`src/rtl/cdb_pkg.sv`:
```
// cdb_pkg: shared writeback/CDB widths, requester ids and the CDB beat struct
package cdb_pkg;
    localparam int NUM_REQ = 3;
    localparam int PREG_W  = 7;
    localparam int DATA_W  = 32;
    localparam int ROB_W   = 4;
    localparam int IDX_W   = $clog2(NUM_REQ);
    typedef logic [IDX_W-1:0] idx_t;
    typedef enum logic [IDX_W-1:0] {FU_ALU, FU_BRU, FU_LSU} fu_e;
    typedef struct packed {
        logic              valid;
        logic              we;
        logic [PREG_W-1:0] preg;
        logic [DATA_W-1:0] data;
        logic [ROB_W-1:0]  rob;
    } cdb_t;
    function automatic idx_t rr_idx(idx_t base, int unsigned off);
        return idx_t'((32'(base) + off) % NUM_REQ);
    endfunction
endpackage

```
`src/rtl/wb_cdb_arbiter_if.sv`:
```
// wb_cdb_arbiter_if: functional-unit result requests and the registered CDB beat
interface wb_cdb_arbiter_if;
    import cdb_pkg::*;
    logic [NUM_REQ-1:0]             req_valid;
    logic [NUM_REQ-1:0]             req_ready;
    logic [NUM_REQ-1:0]             req_we;
    logic [NUM_REQ-1:0][PREG_W-1:0] req_preg;
    logic [NUM_REQ-1:0][DATA_W-1:0] req_data;
    logic [NUM_REQ-1:0][ROB_W-1:0]  req_rob;
    logic                           cdb_valid;
    logic                           cdb_we;
    logic [PREG_W-1:0]              cdb_preg;
    logic [DATA_W-1:0]              cdb_data;
    logic [ROB_W-1:0]               cdb_rob;
    modport master (
        input  req_valid, req_we, req_preg, req_data, req_rob,
        output req_ready, cdb_valid, cdb_we, cdb_preg, cdb_data, cdb_rob
    );
    modport slave (
        output req_valid, req_we, req_preg, req_data, req_rob,
        input  req_ready, cdb_valid, cdb_we, cdb_preg, cdb_data, cdb_rob
    );
endinterface

```
`src/rtl/wb_cdb_arbiter_rr_arbiter.sv`:
```
// rr_arbiter: combinational round-robin pick starting the scan at ptr
module rr_arbiter import cdb_pkg::*; (
    input  logic [NUM_REQ-1:0] req,
    input  idx_t               ptr,
    output logic [NUM_REQ-1:0] gnt,
    output idx_t               idx,
    output logic               any
);
    // first requester found scanning ptr, ptr+1, ... wins
    always_comb begin
        gnt = '0;
        idx = '0;
        any = 1'b0;
        for (int unsigned k = 0; k < NUM_REQ; k++) begin
            if (!any && req[rr_idx(ptr, k)]) begin
                any = 1'b1;
                idx = rr_idx(ptr, k);
                gnt[rr_idx(ptr, k)] = 1'b1;
            end
        end
    end
endmodule

```
`src/rtl/wb_cdb_arbiter.sv`:
```
// wb_cdb_arbiter: round-robin writeback arbiter driving the registered CDB beat
module wb_cdb_arbiter import cdb_pkg::*; (
    input logic              clk,
    input logic              reset,
    input logic              flush,
    wb_cdb_arbiter_if.master bus
);
    idx_t               rr_ptr;
    idx_t               idx;
    logic               any;
    logic [NUM_REQ-1:0] req_gated;
    logic [NUM_REQ-1:0] gnt;
    cdb_t               cdb_q;
    assign req_gated = bus.req_valid & {NUM_REQ{reset & ~flush}};
    rr_arbiter u_rr (
        .req (req_gated),
        .ptr (rr_ptr),
        .gnt (gnt),
        .idx (idx),
        .any (any)
    );
    assign bus.req_ready = gnt;
    assign bus.cdb_valid = cdb_q.valid;
    assign bus.cdb_we    = cdb_q.we;
    assign bus.cdb_preg  = cdb_q.preg;
    assign bus.cdb_data  = cdb_q.data;
    assign bus.cdb_rob   = cdb_q.rob;
    // advance pointer past the winner and capture its result; writes to x0 never reach the PRF
    always_ff @(posedge clk or negedge reset) begin
        if (!reset) begin
            rr_ptr <= '0;
            cdb_q  <= '0;
        end else begin
            if (any) rr_ptr <= rr_idx(idx, 1);
            cdb_q.valid <= any;
            cdb_q.we    <= any && bus.req_we[idx] && (bus.req_preg[idx] != '0);
            if (any) begin
                cdb_q.preg <= bus.req_preg[idx];
                cdb_q.data <= bus.req_data[idx];
                cdb_q.rob  <= bus.req_rob[idx];
            end
        end
    end
endmodule

```
`src/flat_wrapper.sv`:
```
// flat-port wrapper written by rule: the top's interface ports become plain ports
module wb_cdb_arbiter_flat import cdb_pkg::*;
  (clk, reset, flush, bus_req_valid, bus_req_we, bus_req_preg, bus_req_data, bus_req_rob, bus_req_ready, bus_cdb_valid, bus_cdb_we, bus_cdb_preg, bus_cdb_data, bus_cdb_rob);
  wb_cdb_arbiter_if bus_i ();
  input logic clk;
  input logic reset;
  input logic flush;
  input wire logic [$bits(bus_i.req_valid)-1:0] bus_req_valid;
  input wire logic [$bits(bus_i.req_we)-1:0] bus_req_we;
  input wire logic [$bits(bus_i.req_preg)-1:0] bus_req_preg;
  input wire logic [$bits(bus_i.req_data)-1:0] bus_req_data;
  input wire logic [$bits(bus_i.req_rob)-1:0] bus_req_rob;
  output wire logic [$bits(bus_i.req_ready)-1:0] bus_req_ready;
  output wire logic [$bits(bus_i.cdb_valid)-1:0] bus_cdb_valid;
  output wire logic [$bits(bus_i.cdb_we)-1:0] bus_cdb_we;
  output wire logic [$bits(bus_i.cdb_preg)-1:0] bus_cdb_preg;
  output wire logic [$bits(bus_i.cdb_data)-1:0] bus_cdb_data;
  output wire logic [$bits(bus_i.cdb_rob)-1:0] bus_cdb_rob;
  assign bus_i.req_valid = bus_req_valid;
  assign bus_i.req_we = bus_req_we;
  assign bus_i.req_preg = bus_req_preg;
  assign bus_i.req_data = bus_req_data;
  assign bus_i.req_rob = bus_req_rob;
  assign bus_req_ready = bus_i.req_ready;
  assign bus_cdb_valid = bus_i.cdb_valid;
  assign bus_cdb_we = bus_i.cdb_we;
  assign bus_cdb_preg = bus_i.cdb_preg;
  assign bus_cdb_data = bus_i.cdb_data;
  assign bus_cdb_rob = bus_i.cdb_rob;
  wb_cdb_arbiter u_core (.clk(clk), .reset(reset), .flush(flush), .bus(bus_i));
endmodule
```
`config.mk`:
```
export PLATFORM = sky130hd
export DESIGN_NAME = wb_cdb_arbiter_flat
export DESIGN_NICKNAME = d
export VERILOG_FILES = /design/src/rtl/cdb_pkg.sv /design/src/rtl/wb_cdb_arbiter_if.sv /design/src/rtl/wb_cdb_arbiter_rr_arbiter.sv /design/src/rtl/wb_cdb_arbiter.sv /design/src/flat_wrapper.sv
export SDC_FILE = /design/constraint.sdc
export NUM_CORES = 1
export LEC_CHECK = 0
export CAP_MARGIN = 20
export CORE_AREA = 10 10 98 100
export CTS_CLUSTER_SIZE = 10
export DETAILED_ROUTE_END_ITERATION = 6
export DIE_AREA = 0 0 108 110
export GPL_TIMING_DRIVEN = 1
export HOLD_SLACK_MARGIN = 0.06
export PLACE_DENSITY = 0.79
export SLEW_MARGIN = 25
export SYNTH_ARGS = -nofsm -noshare
export SYNTH_HDL_FRONTEND = slang
export SYNTH_SLANG_ARGS = --single-unit
```
`constraint.sdc`:
```
create_clock -name clk -period 3.19 [get_ports clk]
set_input_delay 0.638 -clock clk [delete_from_list [all_inputs] [get_ports clk]]
set_output_delay 0.638 -clock clk [all_outputs]
set_load 0.005 [all_outputs]
```
# [Yosys cells after proc, flatten, opt, wreduce, memory -nomap -nowiden]
# Index checks and enable logic that the tools add are counted.
# Widths: inputs -> output; s select.
[word_totals] register_bits=47 in_bits=138 output_inout_bits=48 wordCells=64
[op_classes] addsub=3 div_mod_pow=4 n_lt_le_gt_ge=7 n_mux=29 n_bitwise=5 n_reduce_logical=10
[ops] operator="$mod 32x2->32 const B" n=3
[ops] operator="$bmux 32 s2" n=1
[ops] operator="$mod 2x2->32 const B" n=1
[ops] operator="$mux 32" n=1
[ops] operator="$bmux 7 s2" n=1
[ops] operator="$lt 2x3->1 const B" n=4
[ops] operator="$mux 1" n=10
[ops] operator="$mux 3" n=3
[ops] operator="$bmux 1 s2" n=4
[ops] operator="$bmux 4 s2" n=1
[ops] operator="$logic_and 1x1->1" n=7
[ops] operator="$mux 7" n=1
[ops] operator="$reduce_bool 7->1" n=1
[ops] operator="$add 2x1->3 const B" n=2
[ops] operator="$demux 1 s2" n=3
[ops] operator="$ge 2x1->1 const B" n=3
[ops] operator="$mux 2" n=3
[ops] operator="$or 3x3->3" n=2
[ops] operator="$mux 4" n=1
[ops] operator="$add 2x2->3 const B" n=1
[ops] operator="$and 3x3->3" n=1
[ops] operator="$logic_not 1->1" n=2
[ops] operator="$and 1x1->1" n=1
[ops] operator="$not 1->1" n=1

# [Logic depth before layout (Yosys ltp)]
# Gate-level depths: netlist (run 1).
[depth] word_depth=16 mapped_depth=12 mapped_depth_nobuf=9

# [By module]
# A second synthesis (run 1) with hierarchy kept.
[hier_totals] hier_cells=346 area_unflattened_um2=2981.6
[by_module_without_submodules] mod="wb_cdb_arbiter" n_inst=1 cells_each=293 area_each_um2=2633.8 seq_area_each_um2=1176.1
[by_module_without_submodules] mod="rr_arbiter" n_inst=1 cells_each=53 area_each_um2=347.8 seq_area_each_um2=0.0

# [Worst setup path before layout (run 1)]
# No wires, ideal clock.
[synth_path] kind="register to register" start="register u_core.rr_ptr[1]" end="register u_core.cdb_q (netlist bit u_core.bus.cdb_we)" arrival_time_ns=2.462 required_time_ns=3.050 path_slack_ns=0.589 stages_incl_launch_ff=11 path_buffers=1 path_cell_list="dfrtp_1 > inv_1 > ha_1 > or3b_4 > o22ai_4 > nor3_2 > or2_0 > buf_2 > a221o_1 > nor4_1 > a221oi_1"
[synth_between] elab_chain_cells=14 word_cells_on_any_way=28 cone_classes="add/sub (2); div (3); mux (16); reduce/logical (7)"
[synth_rtl] item="start, declared" line_no="wb_cdb_arbiter.sv:8" source="idx_t rr_ptr;"
[synth_rtl] item="start signal, assigned" line_no="wb_cdb_arbiter.sv:34" source="if (any) rr_ptr <= rr_idx(idx, 1);"
[synth_rtl] item="parallel branches: the longest is 13 deep, another holds $mod 32x2->32"
[synth_rtl] item="$logic_and 1x1->1 (*)" line_no="wb_cdb_arbiter.sv:36" source="cdb_q.we <= any && bus.req_we[idx] && (bus.req_preg[idx] != '0);"
[synth_rtl] item="end, declared" line_no="wb_cdb_arbiter.sv:13" source="cdb_t cdb_q;"
# Mark *: on every way between the ends. The select of a mux whose other input is x is not followed.
# A chain may end at the register's enable or synchronous reset.

# [Worst setup path after layout (run 1)]
[layout_path] start="input port flush" end="output port bus_req_ready[0]"
[layout_between] elab_chain_cells=12 word_cells_on_any_way=20 cone_classes="mux (11); bitwise (5); reduce/logical (4)"
[layout_rtl] item="start, declared" line_no="flat_wrapper.sv:7" source="input logic flush;"
[layout_rtl] item="$not 1->1 (*)" line_no="wb_cdb_arbiter.sv:14" source="assign req_gated = bus.req_valid & {NUM_REQ{reset & ~flush}};"
[layout_rtl] item="$and 1x1->1 (*)" line_no="wb_cdb_arbiter.sv:14"
[layout_rtl] item="$and 3x3->3 (*)" line_no="wb_cdb_arbiter.sv:14"
[layout_rtl] item="$bmux 1 s2" line_no="wb_cdb_arbiter_rr_arbiter.sv:15" source="if (!any && req[rr_idx(ptr, k)]) begin"
[layout_rtl] item="$mux 1 (implied by the code)" line_no="wb_cdb_arbiter_rr_arbiter.sv:15"
[layout_rtl] item="$mux 1" line_no="wb_cdb_arbiter_rr_arbiter.sv:15"
[layout_rtl] item="$logic_not 1->1" line_no="wb_cdb_arbiter_rr_arbiter.sv:15"
[layout_rtl] item="$logic_and 1x1->1" line_no="wb_cdb_arbiter_rr_arbiter.sv:15"
[layout_rtl] item="$mux 1" line_no="wb_cdb_arbiter_rr_arbiter.sv:15"
[layout_rtl] item="$logic_not 1->1" line_no="wb_cdb_arbiter_rr_arbiter.sv:15"
[layout_rtl] item="$logic_and 1x1->1" line_no="wb_cdb_arbiter_rr_arbiter.sv:15"
[layout_rtl] item="$mux 3 (*)" line_no="wb_cdb_arbiter_rr_arbiter.sv:15"
[layout_rtl] item="end, declared" line_no="flat_wrapper.sv:13" source="output wire logic [$bits(bus_i.req_ready)-1:0] bus_req_ready;"
# Mark *: on every way between the ends. The rest lies on a longest branch, timed or not. The select of a mux whose other input is x is not followed.

==> summary by stage, run 1 <==
Placement
The placement-stage cell area is 4690 sq um. The quantity of I/O buffers inserted on ports is 185. At the end of routability-driven placement, the weighted congestion stood at 0.864. Once detailed placement completed, the half-perimeter wirelength came to ~8500 microns.

Worst setup path
In this run the critical register-to-register path is launched from u_core.rr_ptr[1]$_DFFE_PN0P_. The worst setup path is of the in -> out kind. STA classifies the critical path endpoint as an output pin.

The highest fanout seen on the critical path is 5. The worst-case register-to-register setup slack is 150 ps. STA classifies the critical path startpoint as an input pin. The critical path goes through clkdlybuf4s50_1 -> or3b_4 -> o32ai_4 -> buf_4 -> nor2_1 -> a22oi_1 -> o21ai_0 -> dlygate4sd2_1.

The largest stage delay on the critical path is 450 ps. The most critical setup path has its startpoint at flush. Data on the critical path arrives at its endpoint at between 2000 and 2500 ps. The critical-path cell with the highest stage delay is sky130_fd_sc_hd__clkdlybuf4s50_1. For the worst setup path, the data required time is 2550 ps.

Synthesis
Synthesis instantiated 37 different standard cells from the library. The largest total area in the synthesized netlist belongs to sky130_fd_sc_hd__dfrtp_1. Synthesis handed over a netlist of 282 instances. The post-synthesis net count is 424.

The synthesized design contains 0 enable-type register cells. The number of warning messages in the yosys log is 0. The synthesized netlist occupies a cell area of 2630 sq um.

By area the synthesized netlist is led by sky130_fd_sc_hd__dfrtp_1 (45%), sky130_fd_sc_hd__a22oi_1 (13%), sky130_fd_sc_hd__a31oi_1 (6.9%), sky130_fd_sc_hd__nand2_1 (5.0%), sky130_fd_sc_hd__nor2_1 (4.9%). The total of flip-flops plus latches after synthesis is 47. After synthesis, the mean cell area works out to 9.33 sq um. After synthesis, the share of flip-flops with an asynchronous set or reset is 1.00. Of the post-synthesis cell area, the dominant cell type holds 0.447.

The primary flip-flop cell chosen by synthesis mapping is sky130_fd_sc_hd__dfrtp_1. Of the synthesized area, sequential elements account for 0.447.

Die
The core region is around 7600 sq um. The number of rows created at floorplan is 32. Measured along the y axis, the die boundary spans 110 microns. Measured along the x axis, the die boundary spans 108 microns. For this configuration, the core starts out at a cell density of 0.344. The overall die area is 11900 sq um. Pin placement for this block handled 186 I/O pins.

Routing
The number of DRC markers in iteration 0 is 127. The first detailed-routing pass ran for 5 iterations. In the final routed layout, each cell accounts on average for 17.9 microns. The number of remaining DRC errors is 0.

The total number of vias is just under 3k. The per-cell via count in the routed design is approximately 5.1. The final routed wirelength across all metal layers is between 10000 and 15000 microns. The count of nets left with antenna violations after detail routing is 0.

STA
At the pin with the least slew margin, the transition time is 602 ps. The hold violation count in the final report is 0. In the final timing run, aggregate negative setup slack is 0 ps. The shortest period the worst path allows is 3100 ps. Setup violations remaining at the end of the flow were counted as 0. The worst pin sits at a relative slew slack of 0.599. The clock tree skew after final layout is approximately 8 ps.

For this run, the top clock speed supported by timing is 322 MHz. The number of max-slew violations in the final report is 0. The ratio of final minimum period to clock period is 0.972.

Finish
The ratio of cells with drive above 1 in the final layout is 0.116. Summing all non-filler instances in the final layout gives an area of 4870 sq um. The relative area change from synthesis to final layout is 85.1%. The layout filler cell count is 646. The repair_antennas step left the layout with diodes totalling 0.

The net count reported at finish is 622.

Clocking
The insertion delay of the later-clocked pin in the worst-skew pair is 300 ps. The clock tree from TritonCTS is built. The maximum number of buffers from clock root to sink is 2. The total clock buffers created by CTS is 5. After clock tree synthesis, the clock-pin slew on the worst setup and hold paths is 100 ps. The H-tree was split into 2 levels. The number of buffers added to fix hold violations after cts is 0. The root buffer cell chosen for the clock tree is sky130_fd_sc_hd__clkbuf_8. The number of sinks handled by clock tree synthesis is 47.

Global route
Summed over all layers, the global routing overflow is 0. The number of global-route vias before repair came to 3110. Entering global routing, the biggest net connects 48 pins. The global-route wire length before repair is 15900 microns. The initial antenna violation count is 0.

The overall routing resource usage is 0.167.

Pwr
The part of the power in combinational logic is 0.576. Dividing total power by cell area gives a power density of 729 nW/um^2. The fraction of power spent switching nets is 0.358.

The power share of the sequential group is 0.298. The leakage power is between 1.5 and 2 nW. The design draws 3.55 mW. The power dissipated by switching net loads is 1.27 mW. The largest vdd supply drop is about 0.28 mV.

The share of power burned in the clock network is 0.126. The internal power is roughly 2.3 mW.

Run
The number of maximum-capacitance constraint violations is 0.

Min path
The worst hold-check path type is in -> async.

Status
The run finished with clean final reports.
==> worst paths after layout <==
| check | endpoint | cells after the start |
|---|---|---|
| setup / recovery | bus_req_ready[0] | 8 |
| hold / removal | u_core.bus.cdb_data[4]$_DFFE_PN0P_ | 2 |
| setup reg to reg | u_core.bus.cdb_we$_DFF_PN0_ | 14 |
| hold reg to reg | u_core.bus.cdb_preg[5]$_DFFE_PN0P_ | 1 |
| max in group asynchronous | u_core.bus.cdb_data[19]$_DFFE_PN0P_ | 2 |
| min in group clk | u_core.bus.cdb_preg[5]$_DFFE_PN0P_ | 1 |
==> through the flow <==
stage | utilization | hold slack (ps) | worst slack (ps) | instances
2_1_floorplan | - | 342 | 589 | 282
3_3_place_gp | 0.613 | 488 | -23.3 | 569
3_5_place_dp | 0.613 | 496 | -77.9 | 569
4_1_cts | 0.633 | 515 | 62.9 | 582
5_1_grt | 0.637 | 530 | -15.4 | 583
6_report | 0.637 | 488 | 88.9 | 583
==> power groups by stage <==
stage | Combinational (mW) | Sequential [mW] | Clock, mW
after global placement | 1.99 | 1.06 | 0
after CTS | 2.05 | 1.06 | 0.462
final | 2.04 | 1.06 | 0.448
after floorplan | 0.912 | 1.08 | 0
after detailed placement | 2.03 | 1.08 | 0
after global routing | 2.24 | 1.10 | 0.489
==> worst max-delay path, delay by kind of cell <==
| family | cells | cell delay (ps) |
|---|---|---|
| AOI/OAI and AO/OA | 3 | 450 |
| buffers and inverters | 3 | 900 |
| and+or+nand+nor | 2 | 470 |
==> state kept, by name (all words and copies together), names as in the netlist <==
register and count:
u_core.bus.cdb_preg 7, u_core.rr_ptr 2, u_core.bus.cdb_data 32, u_core.bus.cdb_valid 1, u_core.bus.cdb_rob 4, u_core.bus.cdb_we 1
==> placed cells by master (no fill, tap or decap), drive strengths merged, types with 3 or more instances in the layout <==
cell,synthesis,final
dfrtp,47,47
clkbuf,11,5
a22oi,45,45
nor3,4,4
inv,5,6
a221o,7,7
dlygate4sd2,0,3
nor2,34,34
nand2,35,35
mux2i,3,3
buf,11,29
and2,7,7
a31oi,29,29
o21ai,10,10
clkdlybuf4s50,0,181
ha,4,4
mux2,7,7
==> Yosys cell counts, types with 2 or more instances <==
master,number
sky130_fd_sc_hd__clkbuf_1,11
sky130_fd_sc_hd__a22oi_1,45
sky130_fd_sc_hd__a221o_1,7
sky130_fd_sc_hd__a21oi_1,2
sky130_fd_sc_hd__inv_1,5
sky130_fd_sc_hd__o21ai_0,10
sky130_fd_sc_hd__nor3_1,2
sky130_fd_sc_hd__nor2b_1,2
sky130_fd_sc_hd__a31oi_1,29
sky130_fd_sc_hd__mux2_2,7
sky130_fd_sc_hd__mux2i_1,3
sky130_fd_sc_hd__dfrtp_1,47
sky130_fd_sc_hd__ha_1,4
sky130_fd_sc_hd__nor2_1,34
sky130_fd_sc_hd__and2_1,7
sky130_fd_sc_hd__nand2b_1,2
sky130_fd_sc_hd__nor3_2,2
sky130_fd_sc_hd__nand3b_1,2
sky130_fd_sc_hd__buf_4,2
sky130_fd_sc_hd__nand2_1,35
sky130_fd_sc_hd__buf_2,8
==> what timing repair did <==
item                                    CTS  global route
buffers inserted                          5             1
endpoints found under the setup margin    3            25
gates resized for setup                   4             2
pin swaps                                 2             1
==> kinds of logic (layout without fill, tap and decap cells) <==
logic type,Yosys count,in the layout,share of synthesized area
mux,10,10,0.0414
buf+inv,27,226,0.0452
simple gates,92,92,0.159
fa+ha+maj,4,4,0.0190
compound gates,102,102,0.289
flops,47,47,0.447
==> area by class of cell <==
type	instances	area [sq um]	area share
repair buffers	213	2070	0.425
multi-input cells	208	1360	0.280
flip-flops and latches	47	1180	0.242
well taps	102	128	0.0262
clock buffers	5	68.8	0.0141
clock inverters	3	47.5	0.00976
inverters	5	18.8	0.00385
==> layer usage <==
metal,track usage,part of all wire,vias up
met5,0,0,-
met4,0.0296,0.0066,0
met3,0.0842,0.12,8
met2,0.297,0.51,132
met1,0.176,0.37,1387
li1,-,-,1445
Note: power is estimated with default switching activity, not from simulation.
==> inputs of run 2 (changes only) <==
PLACE_DENSITY = 0.81   (was 0.79)
clock period = 3.3 ns   (was 3.19 ns; I/O delays follow)
==> run 2 against run 1 <==
Effect of this change: clock power hardly changed; combinational power is 4% lower; setup slack better by 22 ps; sequential cell count stayed put; final area is 1.4% lower; global-route usage is 0.079 points higher; largest power group unchanged; critical endpoint is now bus_req_ready[1]; core utilization is 0.87 points lower.
==> summary by stage, run 2 (synthesis gave the netlist of run 1 again) <==
Worst setup path
The kind of start point of the critical path is an input pin. For the worst setup path, the data required time is about 2600 ps. The highest fanout seen on the critical path is 4. The critical path is of the in -> out type. The critical path goes through clkdlybuf4s50_1 -> nand2b_2 -> o32ai_4 -> nor2_1 -> a31o_2 -> clkdlybuf4s50_1. The worst-case reg-to-reg path depth is 12.

STA puts the critical path data arrival time at 2530 ps. By instance count, the cell type seen most on the critical path is sky130_fd_sc_hd__clkdlybuf4s50_1. The slowest stage of the critical path is the sky130_fd_sc_hd__clkdlybuf4s50_1 cell.

The worst setup path is captured at an output pin. The largest stage delay on the critical path is 470 ps.

Min path
The worst hold-check path type is reg -> reg. Counting instances, the worst hold path has a depth of 1.

Pwr
The ratio of total power to cell area is ~710 nW/um^2. The leakage power is 1.94 nW. The worst-case IR drop observed on VDD is 0.344 mV.

Clocking
For this design, the CTS-stage hold fixing added 0 buffers. The clock net in this run drives a total of 47 sinks. The clock edge transition at the registers on the reported setup and hold paths is 90 ps. The maximum number of buffers from clock root to sink is 2. The H-tree generated during clock tree synthesis spans 2 levels. The cell at the root of the clock tree is sky130_fd_sc_hd__clkbuf_8. TritonCTS built the clock tree. Clock tree synthesis inserted a total of 5 buffers.

The insertion delay of the later-clocked pin in the worst-skew pair is 290 ps.

Routing
The per-cell via count in the routed design is 5.11. After detailed routing, the total wire length is around 10000 microns. The detailed router placed 2921 vias in this run.

The number of DRC markers in iteration 0 is 98. The pre-antenna-repair detailed-routing pass consisted of 4 iterations. The number of remaining DRC errors is 0. The count of nets left with antenna violations after detail routing is 0. After detailed routing, the average wire length per cell comes to 18.3 microns.

Die
The placeable core region is 7650 sq um. The count of boundary I/O pins is 186. In this run the horizontal extent of the chip is 108 microns.

The die extent in y is 110 microns. The overall die area is 11900 sq um. The initial standard-cell utilization of the core is 0.344. In this run the core area contains 32 standard-cell rows.

Global route
Summed over all layers, the global routing overflow is 0. The global-route wire length before repair is 16100 microns. Across every metal layer, demand over resource in global routing totals 0.168. The maximum number of pins on one net before global-route repair is 48.

The initial antenna violation count is 0. The number of global-route vias before repair is 3150.

Finish
The flip-flop count of the largest register, all copies and words added is 32. Compared with the post-synthesis result, the final layout area differs by 82.5%. The finished layout holds 572 standard cells, fillers aside. The design area is 4800 sq um. The count of antenna diodes in the layout is 0. The library cells used most frequently in the layout, excluding fill and tap cells, are sky130_fd_sc_hd__clkdlybuf4s50_1 (181), sky130_fd_sc_hd__dfrtp_1 (47), sky130_fd_sc_hd__a22oi_1 (44). The net count reported at finish is around 610.

Of the cells placed in the final design, the portion with a size suffix greater than 1 is 0.0979. The commonest non-fill, non-tap cell in the layout is sky130_fd_sc_hd__clkdlybuf4s50_1.

Placement
The setup slack at placement is -185 ps. The quantity of I/O buffers inserted on ports is around 190. The post-detailed-placement half-perimeter wirelength is 8450 microns.

The placement-stage cell area is between 4000 and 5000 sq um. The routability congestion estimate is 0.843. After detailed placement, the design holds a cell count of 558.

STA
Setup repair after global routing left no endpoint under its margin. The number of max-slew violations in the final report is 0. On the final layout, the worst hold slack is 517 ps. The shortest period the worst path allows is around 3200 ps. After layout, the worst setup slack is approximately 110 ps.

The ratio of final minimum period to clock period is 0.966. The final-report setup violation count is 0. For the pin with the worst max-slew slack, the measured transition is ~620 ps. Headroom to the max-slew limit came out at 0.583.

Clock skew on the completed layout was measured at 5.06 ps. Static timing analysis puts the maximum clock frequency at 314 MHz. The hold violation count in the final report is 0.

Run
The number of maximum-capacitance constraint violations is 0.

Status
The flow ran to the end, and the final reports show no timing, DRC or antenna violations.
## run 2: critical path, delay by kind of cell
kind            cells  cell delay (ps)
simple gates        2              350
buf+inv             2              920
compound gates      2              600
## run 2: final timing paths
| check | to | slack [ps] | start |
|---|---|---|---|
| max in group asynchronous | u_core.bus.cdb_data[8]$_DFFE_PN0P_ | 2340 | reset |
| worst max register to register | u_core.bus.cdb_we$_DFF_PN0_ | 280 | u_core.rr_ptr[1]$_DFFE_PN0P_ |
| worst min-delay path | u_core.bus.cdb_preg[0]$_DFFE_PN0P_ | 520 | u_core.bus.cdb_preg[0]$_DFFE_PN0P_ |
| worst max-delay path | bus_req_ready[1] | 110 | flush |
| worst min register to register | u_core.bus.cdb_preg[0]$_DFFE_PN0P_ | 520 | u_core.bus.cdb_preg[0]$_DFFE_PN0P_ |
| min in group asynchronous | u_core.bus.cdb_data[0]$_DFFE_PN0P_ | 530 | reset |
## run 2: repair_timing
item / CTS / global route
gates cloned: 0 / 0
resized for setup: 3 / 5
pin swaps: 2 / 2
endpoints found under the setup margin: 2 / 32
setup buffers: 0 / 6
## run 2: final cells by class
cell class,count,area [sq um]
well taps,102,128
inverters,5,18.8
clock inverters,2,38.8
flip-flops and latches,47,1180
repair buffers,202,1990
multi-input cells,208,1370
clock buffers,6,82.6
fillers,645,2840
## run 2: per-stage QoR
step | total power, mW | TNS (ps) | util
final | 3.43 | 0 | 0.628
after CTS | 3.44 | 0 | 0.620
after global placement | 2.91 | -532 | 0.604
after floorplan | 1.93 | 0 | -
after global routing | 3.71 | 0 | 0.628
after detailed placement | 2.99 | -4270 | 0.604
## run 2: power by group
| group | total, mW | internal (mW) | leakage [nW] | switching, mW |
|---|---|---|---|---|
| Combinational | 1.96 | 1.08 | 1.34 | 0.877 |
| Clock | 0.447 | 0.249 | 0.0618 | 0.197 |
| Sequential | 1.03 | 0.869 | 0.540 | 0.156 |
## run 2: metal layers
metal / track usage / wire length [microns] / part of all wire / vias to the layer above
met4: 0.0353 / 114 / 0.011 / 0
met2: 0.296 / 5240 / 0.50 / 139
met1: 0.183 / 3960 / 0.38 / 1353
met3: 0.0743 / 1150 / 0.11 / 8
li1: - / - / - / 1421
met5: 0 / 0 / 0 / -
==> inputs of run 3 (changes only) <==
PLACE_DENSITY = 0.79   (was 0.81)
==> run 3 against run 2 <==
Effect of this change: first-iteration DRC count rose by 51%; cell count is 0.52% lower; clock skew about the same; power shrank 4.6%; setup slack got worse by 5.8 ps; register-to-register slack improved by 40 ps; clock-buffer cell count unchanged; sequential power hardly changed; worst hold slack got worse by 6.0 ps; sequential cell count did not move; non-clock buffer count fell by 3; critical path type unchanged; critical endpoint unchanged; highest routed layer unchanged.
==> summary by stage, run 3 (synthesis gave the netlist of run 1 again) <==
Status
The flow ran to the end, and the final reports show no timing, DRC or antenna violations.

Worst setup path
In this run the critical register-to-register path is launched from u_core.rr_ptr[1]$_DFFE_PN0P_. The cell that appears most often on the critical path is sky130_fd_sc_hd__clkdlybuf4s50_1. Traced cell by cell, the critical path runs through clkdlybuf4s50_1 -> or3b_4 -> o22ai_4 -> nor2_1 -> a31o_2 -> clkdlybuf4s50_1. In this design, the largest share of critical-path delay is due to buffers and inverters.

STA puts the critical path data arrival time at 2530 ps. Counting both buffers and inverters, the worst setup path holds a total of 2. The start point of the critical path is flush. The kind of end point of the critical path is an output pin. In this design, the stage delay of the slowest critical-path cell is 460 ps. For the worst setup path, the data required time is 2640 ps. The kind of start point of the critical path is an input pin. The type of the worst setup path is in -> out. The critical-path cell with the highest stage delay is sky130_fd_sc_hd__clkdlybuf4s50_1. In this run the worst path has a maximum fanout of 6.

Min path
The beginning of the worst hold path is u_core.bus.cdb_preg[6]$_DFFE_PN0P_. The tightest min-delay check is of the reg -> reg type.

STA
For the pin with the worst max-slew slack, the measured transition is 600 ps. Of the available clock period, the critical path in the final layout requires 0.968. The clock period could shrink to roughly 3200 ps. The clock arrives with 4.56 ps of skew.

The number of max-slew violations in the final report is 0. The worst pin sits at a relative slew slack of 0.600. The hold violation count in the final report is 0. Setup violations remaining at the end of the flow were counted as 0. The post-route setup TNS is 0 ps. Once routing completed, OpenROAD measured the worst setup slack at about 110 ps. Setup repair after global routing left no endpoint under its margin.

The fmax is 313 MHz.

Clocking
The number of sinks handled by clock tree synthesis is 47. After clock tree synthesis, the clock-pin slew on the worst setup and hold paths is 90 ps. TritonCTS built the clock tree. The number of H-tree levels is 2.

The insertion delay of the later-clocked pin in the worst-skew pair is between 200 and 300 ps. The number of clock buffers added by TritonCTS is 5. The number of buffers added to fix hold violations after cts is 0.

The longest clock path from root to sink contains 2 buffers. Clock tree synthesis selected as its root buffer the cell sky130_fd_sc_hd__clkbuf_8.

Finish
The ratio of cells with drive above 1 in the final layout is 0.0921. At the end of the flow the core is filled with cells to 0.619. Registers take 1180 sq um. Counting the fill cells in the layout gives 650.

The commonest non-fill, non-tap cell in the layout is sky130_fd_sc_hd__clkdlybuf4s50_1. For this run, the post-layout net count is 608. The count of antenna diodes in the layout is 0. The area taken by multi-input logic gates is around 1400 sq um. The library cells used most frequently in the layout, excluding fill and tap cells, are sky130_fd_sc_hd__clkdlybuf4s50_1 (181), sky130_fd_sc_hd__dfrtp_1 (47), sky130_fd_sc_hd__a22oi_1 (45). Once layout is complete, the cells apart from fillers number between 500 and 600. The flip-flop count of the largest register, all copies and words added is 32.

The relative area change from synthesis to final layout is 79.8%.

Pwr
Dividing total power by cell area gives a power density of 692 nW/um^2. Of the total power, the share spent switching nets is 0.364. The design draws around 3.3 mW. The share of power burned in the clock network is 0.103. The leakage power is between 1.5 and 2 nW. IR analysis of the VDD net gives a maximum drop of 0.280 mV. For this design the total switching power over the nets is 1.19 mW. The part of the power in combinational logic is 0.583.

The power share of the sequential group is 0.314. Internal power comes to about 2.1 mW.

Routing
The pre-antenna-repair detailed-routing pass consisted of 4 iterations. Wires add up to 10100 microns. In the routed layout, each cell is associated on average with a via count of 5.10. After detailed routing, the average wire length per cell comes to between 15 and 20 microns. The number of remaining DRC errors is 0.

The detailed router finished its first iteration with 148 violations. The total number of vias is 2904. In this run the remaining antenna-violating nets after routing total 0.

Die
The die boundary width is 108 microns. The overall die area is roughly 12000 sq um. For this design the top-level I/O count stands at 186.

The placeable core region is about 7600 sq um. The initial standard-cell utilization of the core is 0.344. Measured along the y axis, the die boundary spans 110 microns.

After floorplanning, the core was divided into 32 placement rows.

Placement
Before CTS, the worst setup slack after placement is -51.7 ps. At the end of routability-driven placement, the weighted congestion stood at slightly above 0.8. The post-detailed-placement half-perimeter wirelength is 8240 microns. Including well taps, the total number of placed cells is 561. The count of buffers added on input and output ports is 185.

Global route
Entering global routing, the biggest net connects 48 pins. For this run the aggregate overflow at the end of global routing stands at 0. The number of global-route vias before repair is approximately 3k. The global-route wire length before repair is 15400 microns.

For this run, the total global-route usage over all layers was measured as 0.161. The initial antenna violation count came to 0.

Run
The number of maximum-capacitance constraint violations is 0.
-- run 3: cell type report --
cell class                 count  area share
clock buffer                   6      0.0153
sequential                    47       0.249
multi-input combinational    208       0.288
tap                          102      0.0270
timing repair buffer         199       0.414
inverter                       5     0.00397
clock inverter                 2     0.00264
-- run 3: routing by layer --
| metal | wire length (microns) | GRT usage | up-vias |
|---|---|---|---|
| met5 | 0 | 0 | - |
| met4 | 121 | 0.0334 | 0 |
| met3 | 1170 | 0.0789 | 15 |
| met2 | 5050 | 0.285 | 145 |
| met1 | 3730 | 0.171 | 1329 |
| li1 | - | - | 1415 |
-- run 3: timing repair --
item | in CTS | in global routing
endpoints found under the setup margin | 0 | 3
setup buffers | 0 | 0
gates resized for setup | 0 | 6
-- run 3: stage by stage --
stage          hold WS [ps]  cell area [sq um]
5_1_grt                 540               4730
6_report                511               4730
4_1_cts                 515               4720
3_5_place_dp            494               4630
3_3_place_gp            488               4630
2_1_floorplan           364               2630
-- run 3: worst reg2reg max path: cells and delay by family (launching register included) --
kind / cells / cell delay, ps
buf+inv: 2 / 290
compound gates: 3 / 740
fa+ha+maj: 1 / 220
flops: 1 / 400
simple gates: 4 / 1200
-- run 3: final timing paths --
check / to / slack [ps] / cells after the start
worst max-delay path: bus_req_ready[1] / 110 / 6
worst min-delay path: u_core.bus.cdb_preg[6]$_DFFE_PN0P_ / 510 / 1
worst max register to register: u_core.bus.cdb_we$_DFF_PN0_ / 320 / 10
worst min register to register: u_core.bus.cdb_preg[6]$_DFFE_PN0P_ / 510 / 1
max in group asynchronous: u_core.bus.cdb_data[6]$_DFFE_PN0P_ / 2370 / 2
min in group asynchronous: u_core.bus.cdb_data[0]$_DFFE_PN0P_ / 520 / 2
-- run 3: power by group through the flow --
| stage | clock network [mW] | logic [mW] | registers, mW |
|---|---|---|---|
| floorplan | 0 | 0.881 | 1.04 |
| global placement | 0 | 1.90 | 1.02 |
| detailed placement | 0 | 1.94 | 1.04 |
| CTS | 0.349 | 1.94 | 1.03 |
| global route | 0.371 | 2.11 | 1.06 |
| finish | 0.338 | 1.91 | 1.03 |
